**src/rtl/decoder_pkg.sv**
```systemverilog
// rtl/decoder_pkg.sv - shared types and sizing for the pipelined 2-to-4 decoder
package decoder_pkg;

  typedef enum logic {
    IDLE  = 1'b0,
    DRIVE = 1'b1
  } state_t;

  localparam int FIFO_DEPTH = 2;
  localparam int HOLD_W     = 4;

  function automatic logic [3:0] onehot(input logic [1:0] code);
    onehot = 4'b0001 << code;
  endfunction

endpackage

```
**src/rtl/code_fifo2.sv**
```systemverilog
// rtl/code_fifo2.sv - two-entry in-order FIFO of 2-bit codes
module code_fifo2
  import decoder_pkg::*;
(
  input  logic       clk,
  input  logic       rst,
  input  logic       push,
  input  logic       pop,
  input  logic [1:0] wdata,
  output logic [1:0] rdata,
  output logic [1:0] count,
  output logic       full,
  output logic       empty
);

  localparam logic [1:0] DEPTH = 2'(FIFO_DEPTH);

  logic [1:0] mem [FIFO_DEPTH];
  logic       wr_ptr;
  logic       rd_ptr;
  logic       do_push;
  logic       do_pop;

  assign do_push = push && !full;
  assign do_pop  = pop && !empty;
  assign rdata   = mem[rd_ptr];
  assign full    = (count == DEPTH);
  assign empty   = (count == 2'd0);

  // Storage needs no reset: the count alone decides which entries are live.
  always_ff @(posedge clk) begin
    if (do_push) begin
      mem[wr_ptr] <= wdata;
    end
  end

  always_ff @(posedge clk or posedge rst) begin
    if (rst) begin
      wr_ptr <= 1'b0;
      rd_ptr <= 1'b0;
      count  <= 2'd0;
    end else begin
      if (do_push) wr_ptr <= ~wr_ptr;
      if (do_pop)  rd_ptr <= ~rd_ptr;
      unique case ({do_push, do_pop})
        2'b10:   count <= count + 2'd1;
        2'b01:   count <= count - 2'd1;
        default: count <= count;
      endcase
    end
  end

endmodule

```
**src/rtl/decoder_2to4_pipe.sv**
```systemverilog
// rtl/decoder_2to4_pipe.sv - buffered 2-to-4 decoder holding each one-hot code for HOLD cycles
module decoder_2to4_pipe
  import decoder_pkg::*;
#(
  parameter int HOLD = 2
) (
  input  logic       clk,
  input  logic       rst,
  input  logic [1:0] d,
  input  logic       d_valid,
  output logic       d_ready,
  input  logic       en,
  output logic [3:0] o,
  output logic       o_valid,
  output logic       busy
);

  localparam logic [HOLD_W-1:0] HOLD_LAST = HOLD_W'(HOLD - 1);

  state_t            state;
  state_t            state_nx;
  logic [HOLD_W-1:0] cnt;
  logic [HOLD_W-1:0] cnt_nx;
  logic [3:0]        code_q;
  logic [3:0]        code_nx;
  logic              pop;
  logic [1:0]        head;
  logic [1:0]        count;
  logic              full;
  logic              empty;

  code_fifo2 u_fifo (
    .clk   (clk),
    .rst   (rst),
    .push  (d_valid && d_ready),
    .pop   (pop),
    .wdata (d),
    .rdata (head),
    .count (count),
    .full  (full),
    .empty (empty)
  );

  // Ready depends only on the registered count, so a same-edge pop never widens it.
  assign d_ready = !full && !rst;
  assign busy    = (count != 2'd0) || (state != IDLE);
  assign o_valid = en && (state == DRIVE);
  assign o       = o_valid ? code_q : 4'b0000;

  always_ff @(posedge clk or posedge rst) begin
    if (rst) begin
      state  <= IDLE;
      cnt    <= '0;
      code_q <= 4'b0000;
    end else begin
      state  <= state_nx;
      cnt    <= cnt_nx;
      code_q <= code_nx;
    end
  end

  always_comb begin
    state_nx = state;
    cnt_nx   = cnt;
    code_nx  = code_q;
    pop      = 1'b0;
    if (en) begin
      unique case (state)
        IDLE: begin
          if (!empty) begin
            pop      = 1'b1;
            state_nx = DRIVE;
            code_nx  = onehot(head);
            cnt_nx   = HOLD_LAST;
          end
        end
        DRIVE: begin
          if (cnt != '0) begin
            cnt_nx = cnt - HOLD_W'(1);
          end else if (!empty) begin
            pop     = 1'b1;
            code_nx = onehot(head);
            cnt_nx  = HOLD_LAST;
          end else begin
            state_nx = IDLE;
            code_nx  = 4'b0000;
          end
        end
        default: state_nx = IDLE;
      endcase
    end
  end

endmodule
```
**config.mk**
```make
export PLATFORM = sky130hd
export DESIGN_NAME = decoder_2to4_pipe
export DESIGN_NICKNAME = d
export VERILOG_FILES = /design/src/rtl/decoder_pkg.sv /design/src/rtl/code_fifo2.sv /design/src/rtl/decoder_2to4_pipe.sv
export SDC_FILE = /design/constraint.sdc
export NUM_CORES = 1
export LEC_CHECK = 0
export BUFFER_PORTS_ARGS = -buffer_cell sky130_fd_sc_hd__buf_2
export CAP_MARGIN = 20
export CORE_MARGIN = 1.5
export CORE_UTILIZATION = 57
export DETAILED_ROUTE_END_ITERATION = 10
export PLACE_DENSITY = 0.88
export SYNTH_ARGS = -nofsm -noshare
export SYNTH_HDL_FRONTEND = slang
export SYNTH_SLANG_ARGS = --single-unit
```
**constraint.sdc**
```tcl
create_clock -name clk -period 4.2 [get_ports clk]
set_input_delay 0 -clock clk [delete_from_list [all_inputs] [get_ports clk]]
set_output_delay 0 -clock clk [all_outputs]
set_load 0.05 [all_outputs]
```
==> impl_metrics.py, run 1 <==
metrics = {
    "synthesis": {
        "synth.area.top_cells": "dfrtp_1 36%, edfxtp_1 13%, mux2_2 5.0%",
        "syn_area_um2": 903,
        "synth-seq-cells": 17,
        "synth_fp_nets": 83,
        "syn_inst": 74,
        "synth.distinct_cells": 33,
        "avgSynthCellArea_um2": 12.2,
        "ys_warn_count": 0,
        "synth_top_cell_by_area": "dfrtp_1",
        "yosysTopAreaCellShare_pct": 36.0,
        "yosysSeqAreaShare_pct": 49.3,
    },
    "die": {
        "die_area_um2": 1830,
        "start_util_pct": 60.7,
        "die_h_um": 42.8,
        "core_area_um2": 1490,
        "io_pins": 13,
        "fp.dieW_um": 42.8,
        "rows": 14,
    },
    "drt": {
        "final_antenna_net_count": 0,
        "firstDrtPassIters": 3,
        "drt-total-wl_um": 1430,
        "vias": 600,
        "viasPerCell": 5.66,
        "wire_per_inst_um": 13.5,
        "drtIter0Drc": 7,
        "drc": 0,
    },
    "clocking": {
        "cts_tree": "done",
        "clockRootBuffer": "clkbuf_4",
        "numCtsBuffers": 3,
        "post_cts_buffers": 0,
        "ctsHoldBuffers": 3,
        "insertion_delay_ns": 0.30,
        "ctsResizeCount": 0,
        "path_clk_slew_ns": 0.10,
        "cts_max_path_buffers": 2,
        "clkSinkCount": 17,
        "cts_max_level": 1,
    },
    "sta": {
        "fin_setup_tns_ns": 0,
        "min_period_ns": 1.87,
        "min_period_over_period_pct": 44.5,
        "setup_slack_ns": 2.33,
        "fmax_mhz": 535,
        "tightest_slew_ns": 0.548,
        "hold_viol": 0,
        "finalSetupViolations": 0,
        "fin_skew_ns": 0.00762,
        "drv_slew": 0,
        "slew-limit-headroom_pct": 63.4,
        "rsz0062_at_grt": "false",
    },
    "status": {
        "status": "finished clean",
    },
    "global_route": {
        "grt_usage_pct": 17.2,
        "antenna_found_initial": 0,
        "grt_pass1_wl_um": 2330,
        "grt_pass1_vias": 556,
        "grt_max_degree": 16,
        "grt_overflow": 0,
    },
    "final_layout": {
        "antenna_cells": 0,
        "instances_no_fill": 106,
        "mostFrequentLayoutCell": "dfrtp_1",
        "fill_cells": 107,
        "drive_gt1_share_pct": 30.0,
        "final_cell_mix": "13 x dfrtp_1, 12 x buf_2, 5 x inv_1, 5 x and3_1",
        "nets": 100,
        "area_growth_pct": 13.4,
    },
    "critical_path": {
        "critPathKind": "register to register",
        "arrival_ns": 2.09,
        "worstSetupEndpointType": "register",
        "cp_slowest_cell": "or3b_4",
        "critPathBufInv": 1,
        "cp_common_cell": "ha_1",
        "crit_chain": "inv_1 -> ha_1 -> or3b_4 -> a21oi_2 -> ha_1 -> nor2_1 -> xnor2_1",
        "startpoint_type": "register",
        "critPathTopFamily": "simple AND/OR/NAND/NOR gates",
        "slowest_delay_ns": 0.42,
        "cp.required_ns": 4.42,
        "worstPathMaxFanout": 5,
        "reg2reg_slack_ns": 2.33,
    },
    "placement": {
        "placed_cells": 99,
        "gp_congestion": 0.754,
        "dp_hpwl_um": 1040,
        "portBuffers": 12,
        "preCtsSetupSlack_ns": 2.36,
    },
    "power": {
        "powerDensity_nw_per_um2": 659,
        "ir_worst_vdd_v": 0.000469,
        "p_leak_nw": 0.490,
    },
    "flow_run": {
        "cap_violations": 0,
    },
    "worst_hold_path": {
        "hold_class": "input pin to register",
    },
}
## cells by family after synthesis
group / after synthesis / synth area share, %
and+or+nand+nor: 23 / 16.5
DFF: 17 / 49.3
AOI/OAI and AO/OA: 9 / 10.5
buffers and inverters: 8 / 3.74
muxes: 8 / 9.97
xor gates and xnor gates: 6 / 5.82
adders and majority gates: 3 / 4.16
## power by group
group	switching (mW)	leakage, nW	internal [mW]
registers	0.0689	0.194	0.228
logic	0.152	0.282	0.138
clock network	0.0514	0.0150	0.0370
## per-layer routing
metal	global-route usage [%]	vias to the layer above	share of wire, %
li1	-	295	-
met1	21.5	288	47
met2	27.3	12	47
met3	3.83	5	3.4
met4	9.38	0	2.5
met5	0	-	0
## synthesized netlist by cell type, drive strengths merged
library cell   n
a21oi          2
a22o           1
a41o           1
and2           1
and3           5
and3b          1
buf            2
clkbuf         1
dfrtp         13
edfxtp         4
ha             3
inv            5
mux2           5
mux2i          3
nand2          4
nand2b         1
nand3          1
nor2           2
nor2b          1
nor3           2
nor3b          3
o2111ai        1
o211ai         1
o21a           1
o21ai          1
o31ai          1
or3            1
or3b           1
xnor2          4
xor2           2
## metrics by stage
step                      total power, mW  utilization [%]  cell area, um^2  hold WS, ns
final                               0.675             68.8             1020       0.0834
after CTS                           0.679             68.8             1020       0.0864
after floorplan                     0.535                -              903       -0.107
after global routing                0.715             68.8             1020        0.106
after global placement              0.575             65.0              968       0.0577
after detailed placement            0.588             65.0              968       0.0751
## cell type report
class | count | area [um^2] | share of cell area [%]
clock buffer | 4 | 26.3 | 2.56
inverter | 5 | 18.8 | 1.83
multi-input combinational | 49 | 424 | 41.4
sequential | 17 | 445 | 43.5
tap | 16 | 20.0 | 1.95
timing repair buffer | 15 | 90.1 | 8.79
## tightest hold or removal path: stages
cell	delay, ns
buf_2	0.11
o211ai_1	0.14
xnor2_1	0.09
## registers in the layout, indices dropped and copies added, names as in the netlist
name           count
code_q             4
u_fifo.count       2
u_fifo.rd_ptr      1
cnt                4
u_fifo.wr_ptr      1
state              1
u_fifo.mem         4
## worst paths after layout
kind | startpoint | end | cells after the start
min | d_valid | u_fifo.wr_ptr | 3
min in group asynchronous | rst | u_fifo.count[0] | 3
min reg2reg | u_fifo.wr_ptr | u_fifo.wr_ptr | 1
max | cnt[0] | u_fifo.count[1] | 7
max in group asynchronous | rst | code_q[2] | 3
max reg2reg | cnt[0] | u_fifo.count[1] | 7
Power figures use the tool's default switching activity.
==> inputs of run 2 (changes only) <==
- CORE_ASPECT_RATIO: default -> 0.8
- CORE_UTILIZATION: 57 -> 54
- PLACE_DENSITY: 0.88 -> 0.84
- clock period: 4.2 -> 1.8 ns (I/O delays scaled with it)
==> impl_metrics.py, run 2 (same netlist as run 1, synthesis figures left out) <==
metrics = {
    "final_layout": {
        "top_regs": "cnt (4), code_q (4), u_fifo.mem (4)",
        "nets": 107,
        "fill_cells": 118,
        "mostFrequentLayoutCell": "dfrtp_1",
        "instances_no_fill": 119,
        "final_util_pct": 69.3,
        "final_cell_mix": "13 x dfrtp_1, 12 x buf_2, 7 x buf_4",
        "antenna_cells": 0,
        "area_growth_pct": 22.3,
        "drive_gt1_share_pct": 38.1,
    },
    "sta": {
        "fin_skew_ns": 0.00335,
        "min_period_over_period_pct": 100,
        "holdWs_ns": 0.0695,
        "drv_slew": 0,
        "tightest_slew_ns": 0.380,
        "finalSetupViolations": 2,
        "hold_viol": 0,
        "fmax_mhz": 554,
        "min_period_ns": 1.81,
        "rsz0062_at_grt": "true",
        "setup_slack_ns": -0.00579,
        "slew-limit-headroom_pct": 74.7,
    },
    "die": {
        "io_pins": 13,
        "die_area_um2": 1930,
        "start_util_pct": 56.7,
        "rows": 13,
        "fp.dieW_um": 48.7,
        "core_area_um2": 1590,
        "die_h_um": 39.6,
    },
    "critical_path": {
        "critPathKind": "register to register",
        "cp.required_ns": 2.00,
        "startpoint_type": "register",
        "worstSetupEndpointType": "register",
        "crit_chain": "inv_2 -> ha_4 -> or3b_4 -> buf_4 -> a21oi_4 -> mux2_2",
        "arrival_ns": 2.00,
        "worstPathMaxFanout": 4,
        "slowest_delay_ns": 0.41,
        "cp_slowest_cell": "dfrtp_1",
    },
    "drt": {
        "vias": 632,
        "drtIter0Drc": 10,
        "firstDrtPassIters": 4,
        "wire_per_inst_um": 14.8,
        "viasPerCell": 5.31,
        "final_antenna_net_count": 0,
        "drc": 0,
        "drt-total-wl_um": 1760,
    },
    "clocking": {
        "cts_max_path_buffers": 2,
        "path_clk_slew_ns": 0.10,
        "cts_tree": "done",
        "insertion_delay_ns": 0.30,
        "cts_max_level": 1,
        "clockRootBuffer": "clkbuf_4",
        "numCtsBuffers": 3,
        "clkSinkCount": 17,
    },
    "power": {
        "intPower_mw": 1.02,
        "pwr-share-comb_pct": 47.4,
        "pwr-share-clk_pct": 12.5,
        "powerDensity_nw_per_um2": 1550,
        "p_leak_nw": 0.526,
        "p_seq_share_pct": 40.1,
        "power.switching_uw": 699,
        "swShare_pct": 40.7,
        "power_mw": 1.72,
        "ir_worst_vdd_v": 0.000877,
    },
    "global_route": {
        "grt_pass1_wl_um": 2610,
        "antenna_found_initial": 0,
        "grt_pass1_vias": 561,
        "grt_max_degree": 15,
        "grt_overflow": 0,
        "grt_usage_pct": 19.6,
    },
    "status": {
        "status": "finished, violations left",
        "failed_checks": "setup timing",
    },
    "placement": {
        "preCtsSetupSlack_ns": -0.0124,
        "gp_congestion": 0.738,
        "placed_cells": 110,
        "portBuffers": 12,
        "dp_hpwl_um": 1090,
    },
    "flow_run": {
        "cap_violations": 0,
    },
    "worst_hold_path": {
        "hold_class": "input pin to register",
    },
}
[run 2: changes by cell type in the layout (fill, tap and decap cells not counted), sizes merged]
| cell | change |
|---|---|
| buf | +7 |
[run 2: cell type report]
cell class | count | area [um^2] | share of cell area, %
Sequential cell | 17 | 445 | 40.3
Clock buffer | 4 | 26.3 | 2.38
Tap cell | 22 | 27.5 | 2.49
Inverter | 5 | 18.8 | 1.70
Multi-Input combinational cell | 49 | 444 | 40.2
Timing Repair Buffer | 22 | 143 | 12.9
[run 2: timing repair]
action,in CTS,in global routing
resized for setup,0,6
pin swaps,2,5
hold buffers,3,0
setup buffers,1,1
hold endpoints to repair,17,0
endpoints found under the setup margin,1,1
[run 2: per-layer routing]
metal	global-route usage (%)	wire (um)
met1	23.2	846
met2	31.5	771
met3	8.40	80
met4	9.29	58
met5	0	0
[run 2: path summary, 6_finish.rpt]
| kind | slack (ns) | startpoint | endpoint | cells past startpoint |
|---|---|---|---|---|
| worst max-delay path | -0.006 | cnt[1] | code_q[3] | 6 |
| worst min-delay path | 0.07 | d_valid | u_fifo.wr_ptr | 3 |
| worst max register to register | -0.006 | cnt[1] | code_q[3] | 6 |
| worst min register to register | 0.50 | u_fifo.wr_ptr | u_fifo.wr_ptr | 1 |
| max in group asynchronous | 1.37 | rst | u_fifo.count[1] | 4 |
| min in group asynchronous | 0.27 | rst | u_fifo.wr_ptr | 4 |
[run 2: power by group through the flow]
stage / Sequential [mW] / Clock (mW) / Combinational (mW)
2_1_floorplan: 0.620 / 0 / 0.628
3_3_place_gp: 0.676 / 0 / 0.712
3_5_place_dp: 0.680 / 0 / 0.737
4_1_cts: 0.672 / 0.211 / 0.763
5_1_grt: 0.707 / 0.242 / 0.893
6_report: 0.689 / 0.215 / 0.813
[run 2: stage by stage]
step	setup TNS, ns	instance area, um^2
after floorplan	0	903
final	-0.00680	1100
after global placement	0	1010
after global routing	-0.153	1100
after detailed placement	-0.0124	1010
after CTS	0	1080
[run 2: worst max-delay path: cells and delay by family (launching register included)]
family | cells | cell delay (ns)
DFF | 1 | 0.41
and+or+nand+nor | 1 | 0.39
buffers and inverters | 2 | 0.24
adders and majority gates | 1 | 0.11
AOI/OAI and AO/OA | 1 | 0.19
muxes | 1 | 0.36
